$ cat config.mk
export PLATFORM = sky130hd
export DESIGN_NAME = multicycle_main_fsm
export DESIGN_NICKNAME = d
export VERILOG_FILES = /design/src/rtl/multicycle_main_fsm.sv
export SDC_FILE = /design/constraint.sdc
export NUM_CORES = 1
export LEC_CHECK = 0
export ABC_CLOCK_PERIOD_IN_PS = 1500
export BUFFER_PORTS_ARGS = -buffer_cell sky130_fd_sc_hd__buf_2
export CAP_MARGIN = 20
export CELL_PAD_IN_SITES_DETAIL_PLACEMENT = 1
export CELL_PAD_IN_SITES_GLOBAL_PLACEMENT = 1
export CORE_ASPECT_RATIO = 1.1
export CORE_MARGIN = 4
export CORE_UTILIZATION = 29
export DETAILED_ROUTE_END_ITERATION = 8
export MAX_ROUTING_LAYER = met4
export PLACE_DENSITY = 0.8
export REMOVE_ABC_BUFFERS = 1
export SKIP_LAST_GASP = 1
export SLEW_MARGIN = 20
export SYNTH_ARGS = -nofsm -noshare
export SYNTH_HDL_FRONTEND = slang
export SYNTH_SLANG_ARGS = --single-unit
$ cat constraint.sdc
create_clock -name clk -period 1.5 [get_ports clk]
set_input_delay 0.3 -clock clk [delete_from_list [all_inputs] [get_ports clk]]
set_output_delay 0.3 -clock clk [all_outputs]
set_load 0.005 [all_outputs]
$ cat src/rtl/multicycle_main_fsm.sv
// Purpose     : main control FSM of the multicycle RV32I core (lw, sw, R-type, I-type ALU, beq, jal).
// Latency     : Moore outputs follow state_q; PCWrite also uses zero, ImmSrc also uses op.
// Backpressure: none. FETCH is held for FETCH_WAIT extra cycles for slow instruction memory.
//
// Ports:
//   clk, reset            core clock; synchronous active-high reset
//   op[6:0], zero         IR opcode field; ALU zero flag (used in BEQ)
//   PCWrite, AdrSrc, MemWrite, IRWrite, RegWrite   enables / address select
//   ResultSrc, ALUSrcA, ALUSrcB, ALUOp, ImmSrc     datapath mux and decoder selects
//   state[3:0]            current state encoding, for debug
//
// Optional build macro MULTICYCLE_ILLEGAL_TRAP_EN:
//   defined   -> an unsupported opcode traps in the absorbing ILLEGAL state (11);
//                only reset leaves it.
//   undefined -> an unsupported opcode returns to FETCH and executes as a NOP.
module multicycle_main_fsm #(
   parameter int unsigned FETCH_WAIT = 0   // 0..15
) (
   input  logic       clk,
   input  logic       reset,
   input  logic [6:0] op,
   input  logic       zero,
   output logic       PCWrite,
   output logic       AdrSrc,
   output logic       MemWrite,
   output logic       IRWrite,
   output logic [1:0] ResultSrc,
   output logic [1:0] ALUSrcA,
   output logic [1:0] ALUSrcB,
   output logic [1:0] ALUOp,
   output logic       RegWrite,
   output logic [1:0] ImmSrc,
   output logic [3:0] state
);

   typedef enum logic [3:0] {
      S_FETCH    = 4'd0,
      S_DECODE   = 4'd1,
      S_MEMADR   = 4'd2,
      S_MEMREAD  = 4'd3,
      S_MEMWB    = 4'd4,
      S_MEMWRITE = 4'd5,
      S_EXECR    = 4'd6,
      S_ALUWB    = 4'd7,
      S_EXECI    = 4'd8,
      S_JAL      = 4'd9,
      S_BEQ      = 4'd10,
      S_ILLEGAL  = 4'd11
   } state_t;

   localparam logic [6:0] OP_LW  = 7'b0000011;
   localparam logic [6:0] OP_SW  = 7'b0100011;
   localparam logic [6:0] OP_R   = 7'b0110011;
   localparam logic [6:0] OP_I   = 7'b0010011;
   localparam logic [6:0] OP_BEQ = 7'b1100011;
   localparam logic [6:0] OP_JAL = 7'b1101111;

   localparam logic [3:0] WAIT_LAST = 4'(FETCH_WAIT);

   state_t     state_q, state_d;
   logic [3:0] wait_cnt_q, wait_cnt_d;
   logic       fetch_done;
   logic       pc_update;
   logic       branch;

   // Last FETCH cycle: instruction memory data is valid, so IR and PC may load.
   assign fetch_done = (wait_cnt_q == WAIT_LAST);

   always_ff @(posedge clk) begin
      if (reset) begin
         state_q    <= S_FETCH;
         wait_cnt_q <= 4'd0;
      end else begin
         state_q    <= state_d;
         wait_cnt_q <= wait_cnt_d;
      end
   end

   // Next-state logic.
   always_comb begin
      state_d    = state_q;
      wait_cnt_d = wait_cnt_q;
      case (state_q)
         S_FETCH: begin
            if (fetch_done) begin
               state_d    = S_DECODE;
               wait_cnt_d = 4'd0;
            end else begin
               wait_cnt_d = wait_cnt_q + 4'd1;
            end
         end
         S_DECODE: begin
            case (op)
               OP_LW, OP_SW: state_d = S_MEMADR;
               OP_R:         state_d = S_EXECR;
               OP_I:         state_d = S_EXECI;
               OP_BEQ:       state_d = S_BEQ;
               OP_JAL:       state_d = S_JAL;
`ifdef MULTICYCLE_ILLEGAL_TRAP_EN
               default:      state_d = S_ILLEGAL;
`else
               // PC already advanced by 4 in FETCH, so this behaves as a NOP.
               default:      state_d = S_FETCH;
`endif
            endcase
         end
         S_MEMADR:   state_d = (op == OP_LW) ? S_MEMREAD : S_MEMWRITE;
         S_MEMREAD:  state_d = S_MEMWB;
         S_EXECR,
         S_EXECI,
         S_JAL:      state_d = S_ALUWB;
         S_MEMWB,
         S_MEMWRITE,
         S_ALUWB,
         S_BEQ:      state_d = S_FETCH;
`ifdef MULTICYCLE_ILLEGAL_TRAP_EN
         S_ILLEGAL:  state_d = S_ILLEGAL;
`else
         S_ILLEGAL:  state_d = S_FETCH;   // unreachable in this build
`endif
         default:    state_d = S_FETCH;   // unused encodings 12..15
      endcase
   end

   // Moore outputs; anything not set for a state stays 0.
   always_comb begin
      AdrSrc    = 1'b0;
      MemWrite  = 1'b0;
      IRWrite   = 1'b0;
      ResultSrc = 2'b00;
      ALUSrcA   = 2'b00;
      ALUSrcB   = 2'b00;
      ALUOp     = 2'b00;
      RegWrite  = 1'b0;
      pc_update = 1'b0;
      branch    = 1'b0;
      case (state_q)
         S_FETCH: begin
            // PC + 4 computed every FETCH cycle, committed only in the last one.
            ALUSrcB   = 2'b10;
            ResultSrc = 2'b10;
            IRWrite   = fetch_done;
            pc_update = fetch_done;
         end
         S_DECODE: begin
            // OldPC + imm: branch/jump target precomputed into ALUOut.
            ALUSrcA = 2'b01;
            ALUSrcB = 2'b01;
         end
         S_MEMADR: begin
            ALUSrcA = 2'b10;
            ALUSrcB = 2'b01;
         end
         S_MEMREAD: begin
            AdrSrc = 1'b1;
         end
         S_MEMWB: begin
            ResultSrc = 2'b01;
            RegWrite  = 1'b1;
         end
         S_MEMWRITE: begin
            AdrSrc   = 1'b1;
            MemWrite = 1'b1;
         end
         S_EXECR: begin
            ALUSrcA = 2'b10;
            ALUOp   = 2'b10;
         end
         S_EXECI: begin
            ALUSrcA = 2'b10;
            ALUSrcB = 2'b01;
            ALUOp   = 2'b10;
         end
         S_ALUWB: begin
            RegWrite = 1'b1;
         end
         S_JAL: begin
            // PC <- target held in ALUOut; ALU forms OldPC + 4 for the link write.
            ALUSrcA   = 2'b01;
            ALUSrcB   = 2'b10;
            pc_update = 1'b1;
         end
         S_BEQ: begin
            ALUSrcA = 2'b10;
            ALUOp   = 2'b01;
            branch  = 1'b1;
         end
         default: ;
      endcase
   end

   assign PCWrite = pc_update | (branch & zero);

   always_comb begin
      case (op)
         OP_LW, OP_I: ImmSrc = 2'b00;
         OP_SW:       ImmSrc = 2'b01;
         OP_BEQ:      ImmSrc = 2'b10;
         OP_JAL:      ImmSrc = 2'b11;
         default:     ImmSrc = 2'b00;
      endcase
   end

   assign state = state_q;

endmodule
Word level (Yosys, flattened, before mapping)
Index checks and enable logic that the tools add are counted.

Memory bits (read-only): 0. Logic and storage cells: 49. Memories: 0. Latch bits: 0. Bits in writable memories: 0. Bits in registers: 8.

Equal/unequal tests: 17. Reductions and logical operators: 11. Bitwise logic cells: 2. Multiplexer cells: 16. Multipliers: 0. Shift operators: 0. Add/sub/neg operators: 1. Divide/modulo/power cells: 0. Magnitude comparators: 0.

Operator list (count): 4-bit case mux with 5 select lines (2); 4-bit by 3-bit equality test with 1-bit output (second input constant) (4); 2-bit case mux with 2 select lines (4); 7-bit by 6-bit equality test with 1-bit output (second input constant) (2); 7-bit equality test (second input constant) (2); 4-bit equality test (second input constant) (3); 2-bit OR reduction (6); 4-bit by 2-bit equality test with 1-bit output (second input constant) (2); 4-bit logical NOT (2); 4-bit 2-to-1 mux (2); 7-bit by 2-bit equality test with 1-bit output (second input constant) (1); 7-bit by 5-bit equality test with 1-bit output (second input constant) (1); 2-bit case mux with 3 select lines (1); 3-bit OR reduction (2); 1-bit 2-to-1 mux (5); 4-bit by 1-bit adder with 4-bit output (second input constant) (1); 4-bit by 1-bit equality test with 1-bit output (second input constant) (1); 4-bit OR reduction (1); 3-bit 2-to-1 mux (1); 2-bit inequality test (second input constant) (1); 1-bit case mux with 2 select lines (1); 1-bit bitwise AND (1); 1-bit bitwise OR (1).

Depth between registers and ports, before layout
Word-level depth: 4. Gate-level depth with buffers: 6. Mapped depth without buffers: 6.

Worst setup path before layout
No wires, ideal clock.

Path kind: register to output. Start point: register wait_cnt_q[0]. End point: output PCWrite. Arrival time: 1.324 ns. Stages on the path, launching flop included: 7. Buffers on the path: 0. Setup slack: -0.124 ns. Cells stage by stage: dfxtp_1 -> inv_1 -> ha_1 -> or3b_1 -> nor3_1 -> a311oi_1 -> a211oi_1.

Cells in the longest elaborated chain, start to end: 3.

Ends and longest elaborated chain: from (decl) (line 61) `logic [3:0] wait_cnt_q, wait_cnt_d;`; from (signal assigned) (line 75) `wait_cnt_q <= wait_cnt_d;`; 4-bit logical NOT (line 67) `assign fetch_done = (wait_cnt_q == WAIT_LAST);`; 1-bit case mux with 2 select lines (line 137) `case (state_q)`; 1-bit bitwise OR (line 192) `assign PCWrite = pc_update | (branch & zero);`; to (decl) (line 23) `output logic PCWrite,`.

No other way between the ends.

Worst setup path after layout
Ends and elaborated chain as after synthesis.

==> metrics.txt <==
crit path max fanout=2; Pleak=around 0.61 nW; routability-driven placement congestion ratio=roughly 0.75; GRT Overall Usage=18.7%; CTS tree=built; Vias per Instance=5.20; GRT overflow=0; final worst path period share=134%; outcome=complete, but fails checks; final count of negative-setup-slack endpoints=14; synth warn=0; FMAX=499 MHz; Clock Skews=5.73 ps; Clock power frac=30.5%; dpl hpwl=slightly below 2000 um; Die Area=0.00321 mm^2; commonest cells after routing, fill and taps aside=29 x buf_4, 26 x buf_2, 8 x nor2_1; core footprint=roughly 0.0023 mm^2; post-DR wirelength/cell=17.4 um; P per Cell Area=~430 mW/mm^2; Layout area overhead=90.9%; Slew @ Worst Pin=between 300 and 400 ps; DRC Markers=0; Root Driver=clkbuf_4; Mapped Area=between 600 and 700 um^2; Psw=0.000172 W; worst-case reg-to-reg path depth=7; Hold Path Class=primary input to flop; n_diodes=0; Skew-Pair Late Insertion Delay=260 ps; number of library cell types mapped by synthesis=38; largest net degree at the start of global routing=12; area fraction of the dominant cell type after synthesis=between 20% and 30%; Crit Path Class=flop to output port; final hold viol count=0; max cap viols=0; maximum vdd drop=0.257 mV; CTS clock-pin slew for the worst setup and hold paths=~60 ps; vias in the first global route=975; Std-Cell Rows=18; setup ws final=-504 ps; setup TNS=-2010 ps; CP Launch Type=flop; TritonCTS Buffers=3; IO Count=29; syn avg cell area=~7.6 um^2; sequential area share after synthesis=a little under a quarter; initial core utilization=30.5%; Rel. slew slack=around 74%; initial DRC count=13; commonest non-fill, non-tap cell in the layout=buf_4; RSZ-0062 raised after global routing=yes; Post-Synthesis Cells=90; final net count=~170; die width=54.4 um; switching share of total power=30.3%; Worst EP arrival=1700 ps; clk sinks=8; P_int=between 0.0003 and 0.0004 W; failing checks=setup timing; setup slack at placement=-294 ps; Critical Path RT=between 1000 and 1500 ps; Synth area leader=dfxtp_1; number of synthesized register bits=8; first-pass GRT wire length=4340 um; initial antenna violation count=0; hold depth=2; via count=approximately 940; clk buf depth=2; top cells by area, synth=dfxtp_1 23%, nand2b_1 6.4%, nor2_1 6.0%; final period demand of the worst path=around 2000 ps; antenna violation net count after detailed routing=0; CTS Hold Buffers Added=0; final WL=between 3000 and 4000 um; htree depth=1; final max-slew violation count=0; port bufs=28; drt pass-1 iters=4; die height=~60 um; hold_ws=299 ps; share of layout cells above drive strength 1=63.6%; Crit. End Element=output port; logic gate share of total power=between 30 and 40%; part of the power in registers=around two fifths
[through the flow]
step | std cells | instance area [um^2] | utilization (%) | total power [W]
2_1_floorplan | 84 | 654 | - | 0.000280
3_3_place_gp | 159 | 960 | 42.6 | 0.000343
3_5_place_dp | 159 | 960 | 42.6 | 0.000351
4_1_cts | 169 | 1130 | 50.1 | 0.000533
5_1_grt | 181 | 1310 | 58.2 | 0.000611
6_report | 181 | 1310 | 58.2 | 0.000569
[worst max-delay path, cell delays in order (launching register included)]
cell and delay, ps:
dfxtp_2 330, inv_2 70, ha_4 120, or3b_4 380, nor3_2 110, a311oi_1 70
a211oi_1 220, buf_2 150
[final timing paths]
| check | from | end | slack (ps) |
|---|---|---|---|
| hold reg to reg | state[1] | state[0] | 610 |
| setup / recovery | wait_cnt_q[0] | PCWrite | -500 |
| setup reg to reg | state[3] | state[2] | -120 |
| hold / removal | reset | wait_cnt_q[0] | 300 |
[timing repair]
item	in CTS	in global routing
resized for setup	28	18
pin swaps	8	14
setup endpoints to repair	13	16
hold endpoints to repair	0	0
buffers inserted	7	14
[state kept, by name, summed over array words and instances (netlist names)]
| register | count |
|---|---|
| state | 4 |
| wait_cnt_q | 4 |
[final cells by class]
| type | instances | area [um^2] |
|---|---|---|
| Fill cell | 270 | 941 |
| Sequential cell | 8 | 178 |
| Clock buffer | 3 | 22.5 |
| Timing Repair Buffer | 64 | 465 |
| Multi-Input combinational cell | 71 | 589 |
| Inverter | 5 | 18.8 |
| Tap cell | 30 | 37.5 |
[routing by layer]
layer / vias to the layer above / track usage [%] / part of all wire (%)
met5: - / - / 0
met4: 0 / 5.69 / 0.92
met3: 4 / 3.02 / 2.8
met2: 21 / 35.0 / 59
met1: 466 / 19.2 / 37
li1: 450 / - / -
[synth_stat cells, drive strengths merged]
master	count
a221oi	2
and2	1
o41ai	2
nor3b	1
nand2	2
clkbuf	2
mux2i	2
and4b	1
a211oi	1
nor4b	1
ha	2
nand4bb	1
nor2	11
o21ai	2
a2bb2oi	1
o21a	1
nor3	3
xnor2	2
nor4	3
xor2	2
a21oi	5
inv	5
dfxtp	8
and3	3
or3b	1
a31oi	3
a311oi	1
nand4	2
nand3	3
nand3b	2
or2	1
nor2b	1
nand2b	7
buf	4
or3	1
[power by group through the flow]
stage	Clock (W)	Sequential (W)	Combinational (W)
4_1_cts	0.000174	0.000219	0.000140
6_report	0.000173	0.000219	0.000176
3_5_place_dp	0	0.000228	0.000124
3_3_place_gp	0	0.000227	0.000116
5_1_grt	0.000203	0.000219	0.000189
2_1_floorplan	0	0.000232	0.0000474
[logic make-up (layout without fill, tap and decap cells)]
kind of cell    count (synthesis)  in the layout  synth area share [%]
simple gates                   45             45                  39.9
compound gates                 18             18                  17.7
buf+inv                        11             72                  7.47
flops                           8              8                  23.3
xor+xnor                        4              4                  5.10
fa+ha+maj                       2              2                  3.64
mux                             2              2                  2.91
(Power assumes the default switching activity.)
